--- src/rtl/spe_noc_pkg.sv ---
// Shared NoC packet definitions for the SPE injection path.
// Latency: n/a (types and constants only).
// Backpressure: n/a.
package spe_noc_pkg;

  localparam int PKT_WIDTH    = 33;

  // Field bounds inside a single-flit packet
  localparam int ADDR_START   = 32;
  localparam int ADDR_END     = 29;
  localparam int OPCODE_START = 28;
  localparam int OPCODE_END   = 25;
  localparam int DATA_START   = 24;
  localparam int DATA_END     = 0;

  typedef struct packed {
    logic [ADDR_START-ADDR_END:0]     addr;
    logic [OPCODE_START-OPCODE_END:0] opcode;
    logic [DATA_START-DATA_END:0]     data;
  } pkt_t;

endpackage

--- src/rtl/spe_inject_arbiter_rr_grant.sv ---
// Rotate-priority encoder: first set request at or after rr_ptr, wrapping.
// Latency: purely combinational.
// Backpressure: none; caller masks req when the downstream slot is busy.
module rr_grant #(
  parameter int N = 4
) (
  input  logic [N-1:0]         req,
  input  logic [$clog2(N)-1:0] rr_ptr,
  output logic [N-1:0]         grant,
  output logic [$clog2(N)-1:0] grant_idx,
  output logic                 any_grant
);

  localparam int IW = $clog2(N);

  int          idx;
  logic [IW-1:0] idx_l;

  // Walk the request vector from rr_ptr, keep the first hit
  always_comb begin
    grant     = '0;
    grant_idx = '0;
    any_grant = 1'b0;
    idx       = 0;
    idx_l     = '0;
    for (int k = 0; k < N; k++) begin
      idx = int'(rr_ptr) + k;
      if (idx >= N) idx = idx - N;
      idx_l = IW'(idx);
      if (!any_grant && req[idx_l]) begin
        grant[idx_l] = 1'b1;
        grant_idx    = idx_l;
        any_grant    = 1'b1;
      end
    end
  end

endmodule

--- src/rtl/spe_inject_arbiter.sv ---
// Round-robin arbiter sharing one router injection port among NUM_REQ packetizers.
// Latency: packet accepted at edge N is on out_pkt after edge N; 1 pkt/cycle sustained.
// Backpressure: out_ready low holds out_pkt/out_src and drops all req_ready bits.
module spe_inject_arbiter
  import spe_noc_pkg::*;
#(
  parameter int NUM_REQ   = 4,
  parameter int PKT_WIDTH = spe_noc_pkg::PKT_WIDTH,
  parameter int CNT_WIDTH = 16
) (
  input  logic                         clk,
  input  logic                         rst_n,
  input  logic [NUM_REQ-1:0]           req_valid,
  input  logic [NUM_REQ*PKT_WIDTH-1:0] req_pkt,
  output logic [NUM_REQ-1:0]           req_ready,
  output logic                         out_valid,
  output logic [PKT_WIDTH-1:0]         out_pkt,
  input  logic                         out_ready,
  output logic [$clog2(NUM_REQ)-1:0]   out_src,
  input  logic                         clr_cnt,
  output logic [NUM_REQ*CNT_WIDTH-1:0] pkt_cnt
);

  localparam int SRC_W = $clog2(NUM_REQ);

  logic                 slot_free;
  logic [NUM_REQ-1:0]   req_masked;
  logic [NUM_REQ-1:0]   grant;
  logic [SRC_W-1:0]     grant_idx;
  logic                 any_grant;
  logic [SRC_W-1:0]     rr_ptr;
  logic [SRC_W-1:0]     ptr_nxt;
  logic [PKT_WIDTH-1:0] win_pkt;
  logic [CNT_WIDTH-1:0] cnt_q [NUM_REQ];

  // The output register can take a new packet whenever it is empty or draining now
  assign slot_free = !out_valid || out_ready;

  // No grant while busy or while reset is held, so nothing transfers in a reset cycle
  assign req_masked = (slot_free && rst_n) ? req_valid : '0;

  rr_grant #(
    .N (NUM_REQ)
  ) u_rr_grant (
    .req       (req_masked),
    .rr_ptr    (rr_ptr),
    .grant     (grant),
    .grant_idx (grant_idx),
    .any_grant (any_grant)
  );

  assign req_ready = grant;

  // Pointer advances to the requester after the winner
  assign ptr_nxt = (grant_idx == SRC_W'(NUM_REQ - 1)) ? '0 : grant_idx + SRC_W'(1);

  // Select the winning packet slice
  always_comb begin
    win_pkt = '0;
    for (int i = 0; i < NUM_REQ; i++) begin
      if (grant_idx == SRC_W'(i)) win_pkt = req_pkt[i*PKT_WIDTH +: PKT_WIDTH];
    end
  end

  // Output pipeline register and round-robin pointer
  always_ff @(posedge clk or negedge rst_n) begin
    if (!rst_n) begin
      out_valid <= 1'b0;
      out_pkt   <= '0;
      out_src   <= '0;
      rr_ptr    <= '0;
    end else if (any_grant) begin
      out_valid <= 1'b1;
      out_pkt   <= win_pkt;
      out_src   <= grant_idx;
      rr_ptr    <= ptr_nxt;
    end else if (out_valid && out_ready) begin
      out_valid <= 1'b0;
    end
  end

  // Saturating per-requester transfer counters; clear beats a same-cycle increment
  always_ff @(posedge clk or negedge rst_n) begin
    if (!rst_n) begin
      for (int i = 0; i < NUM_REQ; i++) cnt_q[i] <= '0;
    end else if (clr_cnt) begin
      for (int i = 0; i < NUM_REQ; i++) cnt_q[i] <= '0;
    end else begin
      for (int i = 0; i < NUM_REQ; i++) begin
        if (grant[i] && (cnt_q[i] != {CNT_WIDTH{1'b1}})) begin
          cnt_q[i] <= cnt_q[i] + CNT_WIDTH'(1);
        end
      end
    end
  end

  for (genvar gi = 0; gi < NUM_REQ; gi++) begin : g_cnt_flat
    assign pkt_cnt[gi*CNT_WIDTH +: CNT_WIDTH] = cnt_q[gi];
  end

endmodule

--- config.mk ---
export PLATFORM = sky130hd
export DESIGN_NAME = spe_inject_arbiter
export DESIGN_NICKNAME = d
export VERILOG_FILES = /design/src/rtl/spe_noc_pkg.sv /design/src/rtl/spe_inject_arbiter_rr_grant.sv /design/src/rtl/spe_inject_arbiter.sv
export SDC_FILE = /design/constraint.sdc
export NUM_CORES = 1
export LEC_CHECK = 0
export BUFFER_PORTS_ARGS = -buffer_cell sky130_fd_sc_hd__buf_2
export CAP_MARGIN = 15
export CELL_PAD_IN_SITES_DETAIL_PLACEMENT = 0
export CELL_PAD_IN_SITES_GLOBAL_PLACEMENT = 2
export CORE_MARGIN = 8
export CORE_UTILIZATION = 26
export CTS_CLUSTER_SIZE = 8
export DETAILED_ROUTE_END_ITERATION = 8
export GPL_TIMING_DRIVEN = 0
export PLACE_DENSITY = 0.82
export SLEW_MARGIN = 40
export SYNTH_ARGS = -nofsm -noshare
export SYNTH_HDL_FRONTEND = slang
export SYNTH_HIERARCHICAL = 1
export SYNTH_SLANG_ARGS = --single-unit
export TNS_END_PERCENT = 10
--- constraint.sdc ---
create_clock -name clk -period 3.45 [get_ports clk]
set_clock_uncertainty 0.2 [all_clocks]
set_input_delay 0.345 -clock clk [delete_from_list [all_inputs] [get_ports clk]]
set_output_delay 0.345 -clock clk [all_outputs]
set_load 0.005 [all_outputs]
==> results.toml, run 1 <==
[run_status]
status = "complete, but fails checks"
violations = "negative hold slack, negative setup slack"

[timing]
tns_ns = -0.118
hold_viol = 102
period_share = 1.01
slew_headroom = 0.468
period_needed_ns = 3.50
fmax_mhz = 286
whs_ns = -0.262
fin_ws_ns = -0.0451
worst_pin_slew_ns = 0.791
setup_viol = 6
finalMaxSlewViolations = 0
rsz0062_at_grt = "yes"

[drt]
drt_iter0_markers = 396
detail-route-antenna-nets = 0
finalWirelength_mm = 24.5
route.detailed.drc = 0
viasPerCell = 5.15
wl_per_cell_microns = 18.7
firstDrtPassIters = 5
num_vias = 6764

[setup_path]
path_class = "reg2reg"
crit_fanout = 6
critPathArrivalTime_ns = 3.54
slowest_stage = "mux4_2"
cp.required_ns = 3.49
end_kind = "flip-flop"
path_cells = "nand2b_4 -> and3_4 -> mux4_2 -> buf_6 -> nor4b_4 -> buf_4 -> buf_4 -> a22oi_1 -> o21ai_2 -> nand2_4 -> or4_4 -> or4b_1 -> o211a_1"
crit_path_start_kind = "flip-flop"
worstPathBufferInverterCount = 3
path_delay_family = "simple AND/OR/NAND/NOR gates"
max_stage_delay_ns = 0.48
critPathMostFrequentCell = "buf_4"
rrSetupSlack_ns = -0.05

[clocking]
clockRootBuffer = "clkbuf_16"
cts_inserted_buffers = 9
clock_path_buffers = 2
htreeDepth = 3
path_clk_slew_ns = 0.07
cts.sinks = 102
cts_tree = "done"
worstSkewPairLatency_ns = 0.35

[synthesis]
yosysSeqAreaShare = 0.400
synth.distinct_cells = 65
async_reset_ff_frac = 1.00
synth_area_sq_mm = 0.00639
synth_area_per_cell_sq_um = 9.05
syn_inst = 706
synth-seq-cells = 102
syn-num-nets = 859
ys_warn_count = 6
synth_flop_cell = "dfrtp_1"
synth-edff-count = 0

[power_and_ir_drop]
p_leak_nw = 4.17
p_per_area_mw_per_mm2 = 850
vdd_drop_max_v = 0.000947

[layout]
layout_common_cells = "242 x buf_2, 100 x dfrtp_1, 57 x nor2_1"
area.sequential_sq_mm = 0.00255
n_fill_cell = 2552
multi_input_area_sq_mm = 0.00382
diodes = 0
final_nets = 1138
stdcell_area_sq_mm = 0.00896
drive_above_1_share = 0.401
layout_commonest_cell = "buf_2"
syn2layout_area_growth_pct = 40.3

[die]
die_w_microns = 173
rows = 57
start_util = 0.263
io-pin-count = 244
core_area_sq_mm = 0.0242
die_h_microns = 173
dieArea_sq_mm = 0.0298

[placed_design]
io_buffers = 243
placed_area_sq_mm = 0.00811
routabilityCongestion = 0.814
place_worst_setup_slack_ns = -1.18
hpwl_mm = 18.9

[grt]
grt_pass1_vias = 6994
grt_first_pass_wirelength_mm = 39.1
grt_max_degree = 107
antenna_found_initial = 1
grt_usage = 0.159
grt_overflow = 0

[min_path]
hold_path.class = "in2async"

[run]
maxCapViolCount = 0
-- cells in the mapped netlist (13+ instances only) --
master | count | area share
dfrtp_1 | 102 | 0.40
nand2_1 | 57 | 0.034
nor2_1 | 57 | 0.034
inv_1 | 49 | 0.029
a21oi_1 | 42 | 0.033
a31oi_1 | 35 | 0.034
a211o_1 | 34 | 0.047
clkbuf_1 | 33 | 0.019
a221oi_1 | 32 | 0.044
o21ai_0 | 21 | 0.016
nand4_1 | 18 | 0.018
nand3_1 | 17 | 0.013
o31ai_1 | 16 | 0.019
or3_1 | 14 | 0.014
or4_1 | 14 | 0.016
ha_1 | 13 | 0.025
mux2_2 | 13 | 0.023
nor3_1 | 13 | 0.010
-- per-layer routing --
layer  global-route usage  vias up  wire length, microns
met1                0.193     3235                 10500
met2                0.268      239                 11600
met5                    0        -                    12
met4               0.0428        2                   362
met3               0.0529       23                  2120
li1                     -     3265                     -
-- flip-flops by register name (all words and copies together) (netlist names) --
| name | count |
|---|---|
| rr_ptr | 2 |
| out_src | 2 |
| pkt_cnt | 64 |
| out_pkt | 33 |
| out_valid | 1 |
-- layout make-up --
cell class	instances	share of cell area
Timing Repair Buffer	269	0.165
Clock buffer	11	0.0260
Tap cell	324	0.0452
Sequential cell	102	0.285
Inverter	50	0.0212
Clock inverter	4	0.00279
Buffer	40	0.0279
Multi-Input combinational cell	513	0.427
-- cells by family (layout without fill, tap and decap cells) --
family                   count (synthesis)  after routing  synth area share
buffers and inverters                   91            374            0.0568
AND/OR/NAND/NOR                        257            257             0.223
AO/OA/AOI/OAI                          215            215             0.240
flip-flops                             102            102             0.400
multiplexers                            23             23            0.0476
XOR/XNOR                                 5              5           0.00686
adder cells (fa/ha/maj)                 13             13            0.0255
-- stage by stage --
| step | utilization | total power [mW] | std cells | hold slack [ns] |
|---|---|---|---|---|
| floorplan | - | 4.33 | 706 | -0.151 |
| global placement | 0.333 | 5.63 | 1273 | 0.286 |
| detailed placement | 0.335 | 5.64 | 1274 | 0.0887 |
| CTS | 0.361 | 7.37 | 1305 | -0.216 |
| global route | 0.370 | 8.23 | 1313 | -0.219 |
| finish | 0.370 | 7.62 | 1313 | -0.262 |
-- final timing paths --
| check | startpoint | endpoint | cells past startpoint |
|---|---|---|---|
| setup / recovery | out_valid | pkt_cnt[15] | 13 |
| setup reg to reg | out_valid | pkt_cnt[15] | 13 |
| hold / removal | rst_n | pkt_cnt[20] | 1 |
| hold reg to reg | out_src[0] | out_src[0] | 1 |
| min in group clk | req_pkt[104] | out_pkt[5] | 3 |
| max in group asynchronous | rst_n | rr_ptr[0] | 1 |
-- timing repair --
item / 4_1_cts / 5_1_grt
setup buffers: 17 / 7
endpoints found under the setup margin: 70 / 58
resized for setup: 68 / 32
hold endpoints to repair: 102 / 102
pin swaps: 22 / 9
gates cloned: 1 / 1
-- power by group --
group	internal [mW]	leakage [nW]	total [mW]	switching (mW)
logic	2.39	2.71	5.02	2.63
clock network	0.484	0.121	0.944	0.459
registers	1.49	1.33	1.66	0.165
Note: power is estimated with default switching activity, not from simulation.
==> run 2: changes to the inputs <==
--- a/config.mk
+++ b/config.mk
@@ -9,12 +9,14 @@
 export CAP_MARGIN = 15
 export CELL_PAD_IN_SITES_DETAIL_PLACEMENT = 0
 export CELL_PAD_IN_SITES_GLOBAL_PLACEMENT = 2
+export CORE_ASPECT_RATIO = 1.1
 export CORE_MARGIN = 8
 export CORE_UTILIZATION = 26
 export CTS_CLUSTER_SIZE = 8
 export DETAILED_ROUTE_END_ITERATION = 8
 export GPL_TIMING_DRIVEN = 0
 export PLACE_DENSITY = 0.82
+export REMOVE_ABC_BUFFERS = 1
 export SLEW_MARGIN = 40
 export SYNTH_ARGS = -nofsm -noshare
 export SYNTH_HDL_FRONTEND = slang
==> run 2 against run 1 <==
Compared with the run above: the run still ends with negative hold slack, negative setup slack left; via count down 0.69%; routed wire length up 0.23%; clock power up 7%; die area about the same; clock-buffer cell count down 2; global-route usage up 0.10 points; first-iteration DRC count unchanged; cell area up 2.1%; setup slack better by 0.010 ns; register-to-register slack about the same; critical path type unchanged.
==> results.toml, run 2 (same netlist as run 1, synthesis figures left out) <==
[setup_path]
crit_fanout = 5
end_kind = "flip-flop"
crit_path_start_kind = "flip-flop"
critPathLaunch = "out_valid"
cp.required_ns = 3.52
r2r-start = "out_valid"
path_class = "reg2reg"
critPathArrivalTime_ns = 3.56
r2r_cells = 15

[grt]
grt_first_pass_wirelength_mm = 38.5
antenna_found_initial = 3
grt_max_degree = 107
grt_overflow = 0
grt_pass1_vias = 6962
grt_usage = 0.160

[drt]
viasPerCell = 5.21
detail-route-antenna-nets = 0
wl_per_cell_microns = 19.1
drt_iter0_markers = 396
finalWirelength_mm = 24.6
route.detailed.drc = 0
firstDrtPassIters = 4
num_vias = 6717

[die]
io-pin-count = 244
die_w_microns = 165
start_util = 0.263
die_h_microns = 180
dieArea_sq_mm = 0.0298
rows = 60
core_area_sq_mm = 0.0243

[clocking]
worstSkewPairLatency_ns = 0.35
path_clk_slew_ns = 0.08
cts_inserted_buffers = 9
htreeDepth = 3
clockRootBuffer = "clkbuf_16"
cts_tree = "done"
cts.sinks = 102
clock_path_buffers = 2

[placed_design]
io_buffers = 243
place_inst = 1223
routabilityCongestion = 0.784
hpwl_mm = 17.0

[timing]
period_needed_ns = 3.48
setup_viol = 9
worst_pin_slew_ns = 0.800
tns_ns = -0.157
hold_viol = 102
fin_ws_ns = -0.0350
finalMaxSlewViolations = 0
slew_headroom = 0.467
rsz0062_at_grt = "yes"
whs_ns = -0.257
fmax_mhz = 287
period_share = 1.01

[power_and_ir_drop]
p_leak_nw = 4.25
p_per_area_mw_per_mm2 = 880
power.total_mw = 8.05
vdd_drop_max_v = 0.000629

[run]
maxCapViolCount = 0

[layout]
n_fill_cell = 2561
finalNonFillerCells = 1289
layout_commonest_cell = "buf_2"
drive_above_1_share = 0.429
syn2layout_area_growth_pct = 43.2
largest_reg_flops = 64
final_nets = 1124
layout_common_cells = "241 x buf_2, 100 x dfrtp_1, 56 x nor2_1, 56 x nand2_1, 48 x inv_1"

[min_path]
hold_path.class = "in2async"

[run_status]
status = "complete, but fails checks"
violations = "negative hold slack, negative setup slack"
[run 2: repair_timing]
item                                   in CTS  in global routing
pin swaps                                  17                 62
gates cloned                                1                  3
gates resized for setup                    36                 61
endpoints found under the hold margin     102                102
setup endpoints to repair                 103                 65
buffers inserted                           33                 14
[run 2: layout make-up]
type | instances | area [sq um] | share of cell area
multi-input cells | 513 | 3930 | 0.430
clock buffers | 9 | 225 | 0.0246
inverters | 50 | 188 | 0.0205
clock inverters | 7 | 55.1 | 0.00602
well taps | 310 | 388 | 0.0424
repair buffers | 295 | 1790 | 0.196
diodes | 3 | 7.51 | 0.000821
flip-flops and latches | 102 | 2550 | 0.279
[run 2: critical path, cell delays in order (launching register included)]
cell	delay, ns
dfrtp_1	0.39
nand2b_4	0.09
and3_4	0.18
mux4_2	0.55
nor4b_4	0.33
buf_4	0.16
nor2_2	0.03
a32o_2	0.25
inv_2	0.09
ha_4	0.14
nor2b_4	0.17
buf_6	0.15
buf_12	0.13
a221oi_1	0.08
a211o_1	0.28
a31oi_1	0.17
[run 2: path summary, 6_finish.rpt]
kind / to / slack [ns]
worst max-delay path: out_pkt[27] / -0.03
worst min-delay path: pkt_cnt[27] / -0.26
worst max register to register: out_pkt[27] / -0.03
worst min register to register: out_src[0] / 0.32
max in group asynchronous: rr_ptr[0] / 2.79
min in group clk: out_pkt[9] / 0.04
[run 2: routing by layer]
| layer | vias to the layer above | track usage | wire length [microns] | share of wire |
|---|---|---|---|---|
| li1 | 3236 | - | - | - |
| met1 | 3214 | 0.193 | 10100 | 0.41 |
| met2 | 249 | 0.265 | 11900 | 0.48 |
| met3 | 18 | 0.0546 | 2260 | 0.092 |
| met4 | 0 | 0.0468 | 337 | 0.014 |
| met5 | - | 0 | 0 | 0 |
[run 2: report_power, final]
group          internal [mW]  leakage [nW]  total [mW]  switching [mW]
logic                   2.63          2.78        5.38            2.76
clock network          0.499         0.133        1.01           0.511
registers               1.49          1.33        1.65           0.161
total                   4.62          4.25        8.05            3.43
[run 2: through the flow]
stage                     utilization  cell area, sq um  setup WS, ns  hold WS, ns
final                           0.376              9150       -0.0350       -0.257
after global placement          0.321              7820         -4.40        0.292
after detailed placement        0.329              8000         -1.43       0.0865
after CTS                       0.358              8700       -0.0729       -0.224
after floorplan                     -              6210         -1.16       -0.151
after global routing            0.376              9140        -0.181       -0.199
